===== config.mk =====
export PLATFORM = sky130hd
export DESIGN_NAME = dm_wait
export DESIGN_NICKNAME = d
export VERILOG_FILES = /design/src/rtl/dm_pkg.sv /design/src/rtl/dm_wait_lane.sv /design/src/rtl/dm_wait.sv
export SDC_FILE = /design/constraint.sdc
export NUM_CORES = 2
export LEC_CHECK = 0
export BUFFER_PORTS_ARGS = -buffer_cell sky130_fd_sc_hd__buf_4
export CORE_MARGIN = 2
export CORE_UTILIZATION = 35
export CTS_CLUSTER_DIAMETER = 80
export DETAILED_ROUTE_END_ITERATION = 8
export GPL_ROUTABILITY_DRIVEN = 0
export SLEW_MARGIN = 20
export SYNTH_ARGS = -nofsm -noshare
export SYNTH_HDL_FRONTEND = slang
export SYNTH_SLANG_ARGS = --single-unit

===== constraint.sdc =====
create_clock -name clk -period 6.1 [get_ports clk]
set_input_delay 0.915 -clock clk [delete_from_list [all_inputs] [get_ports clk]]
set_output_delay 0.915 -clock clk [all_outputs]
set_load 0.03 [all_outputs]

===== src/rtl/dm_pkg.sv =====
// Shared encodings and helpers for the wait-state data memory.
package dm_pkg;

    typedef enum logic [1:0] {
        SZ_BYTE = 2'b00,
        SZ_HALF = 2'b01,
        SZ_WORD = 2'b10,
        SZ_ILL  = 2'b11
    } size_e;

    typedef enum logic [1:0] {
        S_IDLE = 2'b00,
        S_WAIT = 2'b01,
        S_RESP = 2'b10
    } state_e;

    // Natural alignment check; the illegal size never passes.
    function automatic logic align_ok(input logic [1:0] size, input logic [1:0] a);
        logic ok;
        case (size)
            SZ_BYTE: ok = 1'b1;
            SZ_HALF: ok = (a[0] == 1'b0);
            SZ_WORD: ok = (a == 2'b00);
            default: ok = 1'b0;
        endcase
        return ok;
    endfunction

endpackage


===== src/rtl/dm_wait_lane.sv =====
// Big-endian byte-lane steering: store lane data/mask and load extraction
// with sign or zero extension. Lane 0 is the lowest address of the word.
module dm_lane
    import dm_pkg::*;
(
    input  logic [1:0]      size_i,
    input  logic [1:0]      off_i,
    input  logic            uns_i,
    input  logic [31:0]     wdata_i,
    input  logic [31:0]     rword_i,
    output logic [3:0]      be_o,
    output logic [0:3][7:0] wbyte_o,
    output logic [31:0]     rdata_o
);

    logic [0:3][7:0] rb;
    logic [7:0]      b;
    logic [15:0]     h;

    // Lane 0 sits in the most significant byte of the aligned read word.
    assign rb = rword_i;

    // Steer write lanes and extract/extend the loaded byte or half.
    always_comb begin
        be_o    = '0;
        wbyte_o = '0;
        rdata_o = '0;
        b       = '0;
        h       = '0;
        case (size_i)
            SZ_BYTE: begin
                be_o[3 - off_i]  = 1'b1;
                wbyte_o[off_i]   = wdata_i[7:0];
                b                = rb[off_i];
                rdata_o          = uns_i ? {24'h0, b} : {{24{b[7]}}, b};
            end
            SZ_HALF: begin
                be_o[3 - {off_i[1], 1'b0}] = 1'b1;
                be_o[3 - {off_i[1], 1'b1}] = 1'b1;
                wbyte_o[{off_i[1], 1'b0}]  = wdata_i[15:8];
                wbyte_o[{off_i[1], 1'b1}]  = wdata_i[7:0];
                h       = {rb[{off_i[1], 1'b0}], rb[{off_i[1], 1'b1}]};
                rdata_o = uns_i ? {16'h0, h} : {{16{h[15]}}, h};
            end
            SZ_WORD: begin
                be_o    = 4'hF;
                wbyte_o = wdata_i;
                rdata_o = rword_i;
            end
            default: ;
        endcase
    end

endmodule


===== src/rtl/dm_wait.sv =====
// Byte-addressed big-endian data memory behind a valid/ready request
// handshake with a fixed number of wait states before the access edge.
module dm_wait
    import dm_pkg::*;
#(
    parameter int ADDR_W      = 8,
    parameter int WAIT_CYCLES = 2
) (
    input  logic        clk,
    input  logic        rst,
    input  logic        req_valid,
    output logic        req_ready,
    input  logic        req_we,
    input  logic [1:0]  req_size,
    input  logic        req_unsigned,
    input  logic [31:0] req_addr,
    input  logic [31:0] req_wdata,
    output logic        resp_valid,
    output logic [31:0] resp_rdata,
    output logic        resp_err
);

    localparam int DEPTH = 2 ** ADDR_W;
    localparam int CW    = (WAIT_CYCLES > 1) ? $clog2(WAIT_CYCLES) : 1;

    state_e            state_q, state_d;
    logic [CW-1:0]     cnt_q, cnt_d;
    logic              we_q, uns_q;
    logic [1:0]        size_q;
    logic [ADDR_W-1:0] addr_q;
    logic [31:0]       wdata_q;
    logic [31:0]       rdata_q;
    logic              err_q;
    logic              latch, access;

    logic [7:0]        mem [DEPTH];

    // Operands of the access: live inputs when the access happens on the
    // accept edge (no wait states), otherwise the latched request.
    logic              idle;
    logic              a_we, a_uns, a_ok;
    logic [1:0]        a_size;
    logic [ADDR_W-1:0] a_addr, base;
    logic [31:0]       a_wdata, rword, lane_rdata;
    logic [3:0]        be;
    logic [0:3][7:0]   wbyte;
    logic              unused_addr;

    assign unused_addr = ^req_addr[31:ADDR_W];

    assign idle    = (state_q == S_IDLE);
    assign a_we    = idle ? req_we                     : we_q;
    assign a_uns   = idle ? req_unsigned               : uns_q;
    assign a_size  = idle ? req_size                   : size_q;
    assign a_addr  = idle ? req_addr[ADDR_W-1:0]       : addr_q;
    assign a_wdata = idle ? req_wdata                  : wdata_q;
    assign a_ok    = align_ok(a_size, a_addr[1:0]);
    assign base    = a_addr & ~(ADDR_W'(3));

    assign rword = {mem[base], mem[base + ADDR_W'(1)],
                    mem[base + ADDR_W'(2)], mem[base + ADDR_W'(3)]};

    dm_lane u_lane (
        .size_i  (a_size),
        .off_i   (a_addr[1:0]),
        .uns_i   (a_uns),
        .wdata_i (a_wdata),
        .rword_i (rword),
        .be_o    (be),
        .wbyte_o (wbyte),
        .rdata_o (lane_rdata)
    );

    assign req_ready  = idle;
    assign resp_valid = (state_q == S_RESP);
    assign resp_rdata = rdata_q;
    assign resp_err   = err_q;

    // Next-state logic: accept in IDLE, count down wait states, pulse RESP.
    always_comb begin
        state_d = state_q;
        cnt_d   = cnt_q;
        latch   = 1'b0;
        access  = 1'b0;
        case (state_q)
            S_IDLE: begin
                if (req_valid) begin
                    latch = 1'b1;
                    if (WAIT_CYCLES == 0) begin
                        access  = 1'b1;
                        state_d = S_RESP;
                    end else begin
                        cnt_d   = CW'(WAIT_CYCLES - 1);
                        state_d = S_WAIT;
                    end
                end
            end
            S_WAIT: begin
                if (cnt_q == '0) begin
                    access  = 1'b1;
                    state_d = S_RESP;
                end else begin
                    cnt_d = cnt_q - 1'b1;
                end
            end
            S_RESP:  state_d = S_IDLE;
            default: state_d = S_IDLE;
        endcase
    end

    // State, request latch and registered response.
    always_ff @(posedge clk) begin
        if (rst) begin
            state_q <= S_IDLE;
            cnt_q   <= '0;
            we_q    <= 1'b0;
            uns_q   <= 1'b0;
            size_q  <= 2'b00;
            addr_q  <= '0;
            wdata_q <= '0;
            rdata_q <= '0;
            err_q   <= 1'b0;
        end else begin
            state_q <= state_d;
            cnt_q   <= cnt_d;
            if (latch) begin
                we_q    <= req_we;
                uns_q   <= req_unsigned;
                size_q  <= req_size;
                addr_q  <= req_addr[ADDR_W-1:0];
                wdata_q <= req_wdata;
            end
            if (access) begin
                rdata_q <= (a_ok && !a_we) ? lane_rdata : 32'h0;
                err_q   <= !a_ok;
            end else if (state_q == S_RESP) begin
                rdata_q <= '0;
                err_q   <= 1'b0;
            end
        end
    end

    // Byte array: written only on a good store's access edge; reset on the
    // same edge abandons the store. Contents survive reset.
    always_ff @(posedge clk) begin
        if (!rst && access && a_ok && a_we) begin
            for (int k = 0; k < 4; k++) begin
                if (be[3 - k]) mem[base + ADDR_W'(k)] <= wbyte[k];
            end
        end
    end

endmodule


==> impl_metrics.env <==
export IMPL_outcome="completed"
export IMPL_combPwrFrac=0.100
export IMPL_seqPwrFrac=0.514
export IMPL_arrival_ns=6.29
export IMPL_area_delta_synth_final_pct=14.9
export IMPL_synthArstFlopShare=0
export IMPL_worst_setup_path_type="flop to flop"
export IMPL_final_max_slew_viol_count=0
export IMPL_layout_min_cycle_time_ns=5.54
export IMPL_cts_made_buffers=201
export IMPL_start_util=0.353
export IMPL_io_pins=106
export IMPL_start_kind="flop"
export IMPL_syn_num_nets=5129
export IMPL_yosysSeqAreaShare=0.795
export IMPL_setup_viol=0
export IMPL_core_um2=225000
export IMPL_netlist_instances=5058
export IMPL_min_path_type="input port to flop"
export IMPL_nNetsFinal=5316
export IMPL_power_density_nw_per_um2=350
export IMPL_fp_dieW_um=480
export IMPL_layout_commonest_cell="edfxtp_1"
export IMPL_clockPowerShare=0.386
export IMPL_grt_ovfl_total=0
export IMPL_relSlewSlack=0.217
export IMPL_wirelength_um=245000
export IMPL_cpPeakStageDelay_ns=0.84
export IMPL_p_leak_nw=28.3
export IMPL_grtUsageTotal=0.206
export IMPL_firstDrtPassIters=7
export IMPL_htreeDepth=4
export IMPL_initialDrtViolationCount=6934
export IMPL_power_internal_mw=24.1
export IMPL_via_count=49600
export IMPL_synth_distinct_cells=60
export IMPL_fin_util=0.405
export IMPL_post_dp_cell_area_um2=84700
export IMPL_yosys_warnings=0
export IMPL_hpwl_um=154000
export IMPL_final_cell_area_um2=91300
export IMPL_total_power_mw=32.0
export IMPL_ys_top_cells_by_area="edfxtp_1, o22ai_1, o21ai_0, dfxtp_1, nor2_1"
export IMPL_finalCritPeriodShare=0.909
export IMPL_hold_violations=0
export IMPL_via_per_inst=5.90
export IMPL_syn_area_um2=79400
export IMPL_fmaxAchievable_ghz=0.180
export IMPL_grt_max_degree=81
export IMPL_drtAntennaViolNets=0
export IMPL_yosys_most_used_dff="edfxtp_1"
export IMPL_drive_above_1_share=0.131
export IMPL_postSynthAreaPerCell_um2=15.7
export IMPL_tns_ns=0
export IMPL_drcViolationCount=0
export IMPL_numPortBuffers=81
export IMPL_critPathMaxFanout=52
export IMPL_insertion_delay_ns=0.86
export IMPL_num_rows=174
export IMPL_place_inst=8031
export IMPL_power_switching_share=0.246
export IMPL_fin_cells=8416
export IMPL_layout_common_cells="edfxtp_1, o22ai_1, o21ai_0"
export IMPL_ir_drop_mv=0.304
export IMPL_path_delay_family="buffers and inverters"
export IMPL_tightest_slew_ns=1.17
export IMPL_postCtsSetupBuffers=0
export IMPL_cp_cell_sequence="or2_1, buf_4, mux2_8, buf_4, buf_12, o22ai_1, o21ai_0, nand4_1, nor3_1, buf_4, nand4_1, a31oi_2, buf_4, nor2_1, a221oi_1"
export IMPL_die_area_um2=231000
export IMPL_rsz0062_at_grt="false"
export IMPL_maxCapViolCount=0
export IMPL_skew_ns=0.0221
export IMPL_fillers=20300
export IMPL_die_y_um=480
export IMPL_grt_pass1_vias=46900
export IMPL_cts_tree="yes"
export IMPL_cts_hold_buf=0
export IMPL_clk_pin_slew_ns=0.06
export IMPL_synth_edf_count=2048
export IMPL_synth_seq_cells=2128
export IMPL_ff2ff_setup_slack_ns=0.56
export IMPL_cp_common_cell="buf_4"
export IMPL_path_buf_inv=5
export IMPL_worstSetupEndpointType="flop"
export IMPL_cts_sinks=2128
export IMPL_required_ns=6.85
export IMPL_antenna_found_initial=14
export IMPL_slowest_stage="nor3_1"
export IMPL_ctsResizeCount=0
export IMPL_clockBufferDepth=3
export IMPL_synth_top_area_cell="edfxtp_1"
export IMPL_cts_root_buf="clkbuf_16"
export IMPL_routedWlPerCell_um=29.1
export IMPL_synth_top_cell_area_share=0.774
export IMPL_grt_pass1_wl_um=344000
export IMPL_p_sw_mw=7.86
==> layer usage <==
metal  GRT usage  vias to the layer above  share of wire
li1            -                    20900              -
met1       0.281                    25300           0.39
met2       0.312                     2920           0.45
met3      0.0546                      428           0.12
met4      0.0823                       18          0.040
met5           0                        -        0.00047
==> stage by stage <==
stage / setup WS, ns / hold slack [ns]
after floorplan: 0.695 / 0.436
after global placement: 0.670 / 0.443
after detailed placement: 0.718 / 0.437
after CTS: 0.682 / 0.274
after global routing: 0.219 / 0.308
final: 0.555 / 0.329
==> worst reg2reg max path, cell delays in order, from the launching register on <==
cell	delay (ns)
dfxtp_1	0.60
or2_1	0.20
buf_4	0.42
mux2_8	0.69
buf_4	0.39
buf_12	0.28
o22ai_1	0.17
o21ai_0	0.40
nand4_1	0.16
nor3_1	0.84
buf_4	0.28
nand4_1	0.16
a31oi_2	0.19
buf_4	0.27
nor2_1	0.13
a221oi_1	0.27
==> state kept, by name, summed over array words and instances, names as in the netlist <==
| register | flops |
|---|---|
| mem | 2048 |
| resp_rdata | 32 |
| wdata_q | 32 |
| addr_q | 8 |
| size_q | 2 |
| state_q | 2 |
| cnt_q | 1 |
| resp_err | 1 |
| uns_q | 1 |
| we_q | 1 |
==> logic make-up after synthesis <==
kind of cell | count (synthesis) | synth area share
flops | 2128 | 0.795
compound gates | 1808 | 0.137
simple gates | 710 | 0.0376
buf+inv | 365 | 0.0246
mux | 47 | 0.00632
==> power groups by stage <==
| stage | logic (mW) | clock network, mW | registers, mW |
|---|---|---|---|
| 2_1_floorplan | 1.57 | 0 | 16.8 |
| 3_3_place_gp | 3.04 | 0 | 16.7 |
| 3_5_place_dp | 3.10 | 0 | 16.7 |
| 4_1_cts | 3.10 | 12.4 | 16.4 |
| 5_1_grt | 3.33 | 13.0 | 16.4 |
| 6_report | 3.20 | 12.4 | 16.4 |
==> cell type report <==
cell class / instances / area [um2] / area share
multi-input cells: 2565 / 14900 / 0.163
clock inverters: 117 / 1140 / 0.0125
diodes: 12 / 30.0 / 0.000329
clock buffers: 253 / 5310 / 0.0582
repair buffers: 341 / 3020 / 0.0331
inverters: 8 / 30.0 / 0.000329
flip-flops and latches: 2128 / 63100 / 0.691
well taps: 2992 / 3740 / 0.0410
==> cell usage after synthesis, types with 13 or more instances <==
library cell  number
nor4_1            15
buf_4             91
dfxtp_1           80
nand2_1          242
clkbuf_1         118
nor2_1           334
o21ai_1           41
nor3_1            24
mux2i_1           40
nand3_1           26
o22ai_1         1024
o22a_1            13
buf_2            133
edfxtp_1        2048
a21oi_1           77
a41oi_1           63
o21ai_0          522
nand4_1           30
==> worst paths after layout <==
| check | from | to | cells after the start |
|---|---|---|---|
| min | req_wdata[19] | wdata_q[19] | 3 |
| max | state_q[0] | resp_rdata[25] | 15 |
| max reg2reg | state_q[0] | resp_rdata[25] | 15 |
| min reg2reg | resp_rdata[10] | resp_rdata[10] | 2 |
(Power assumes the default switching activity.)
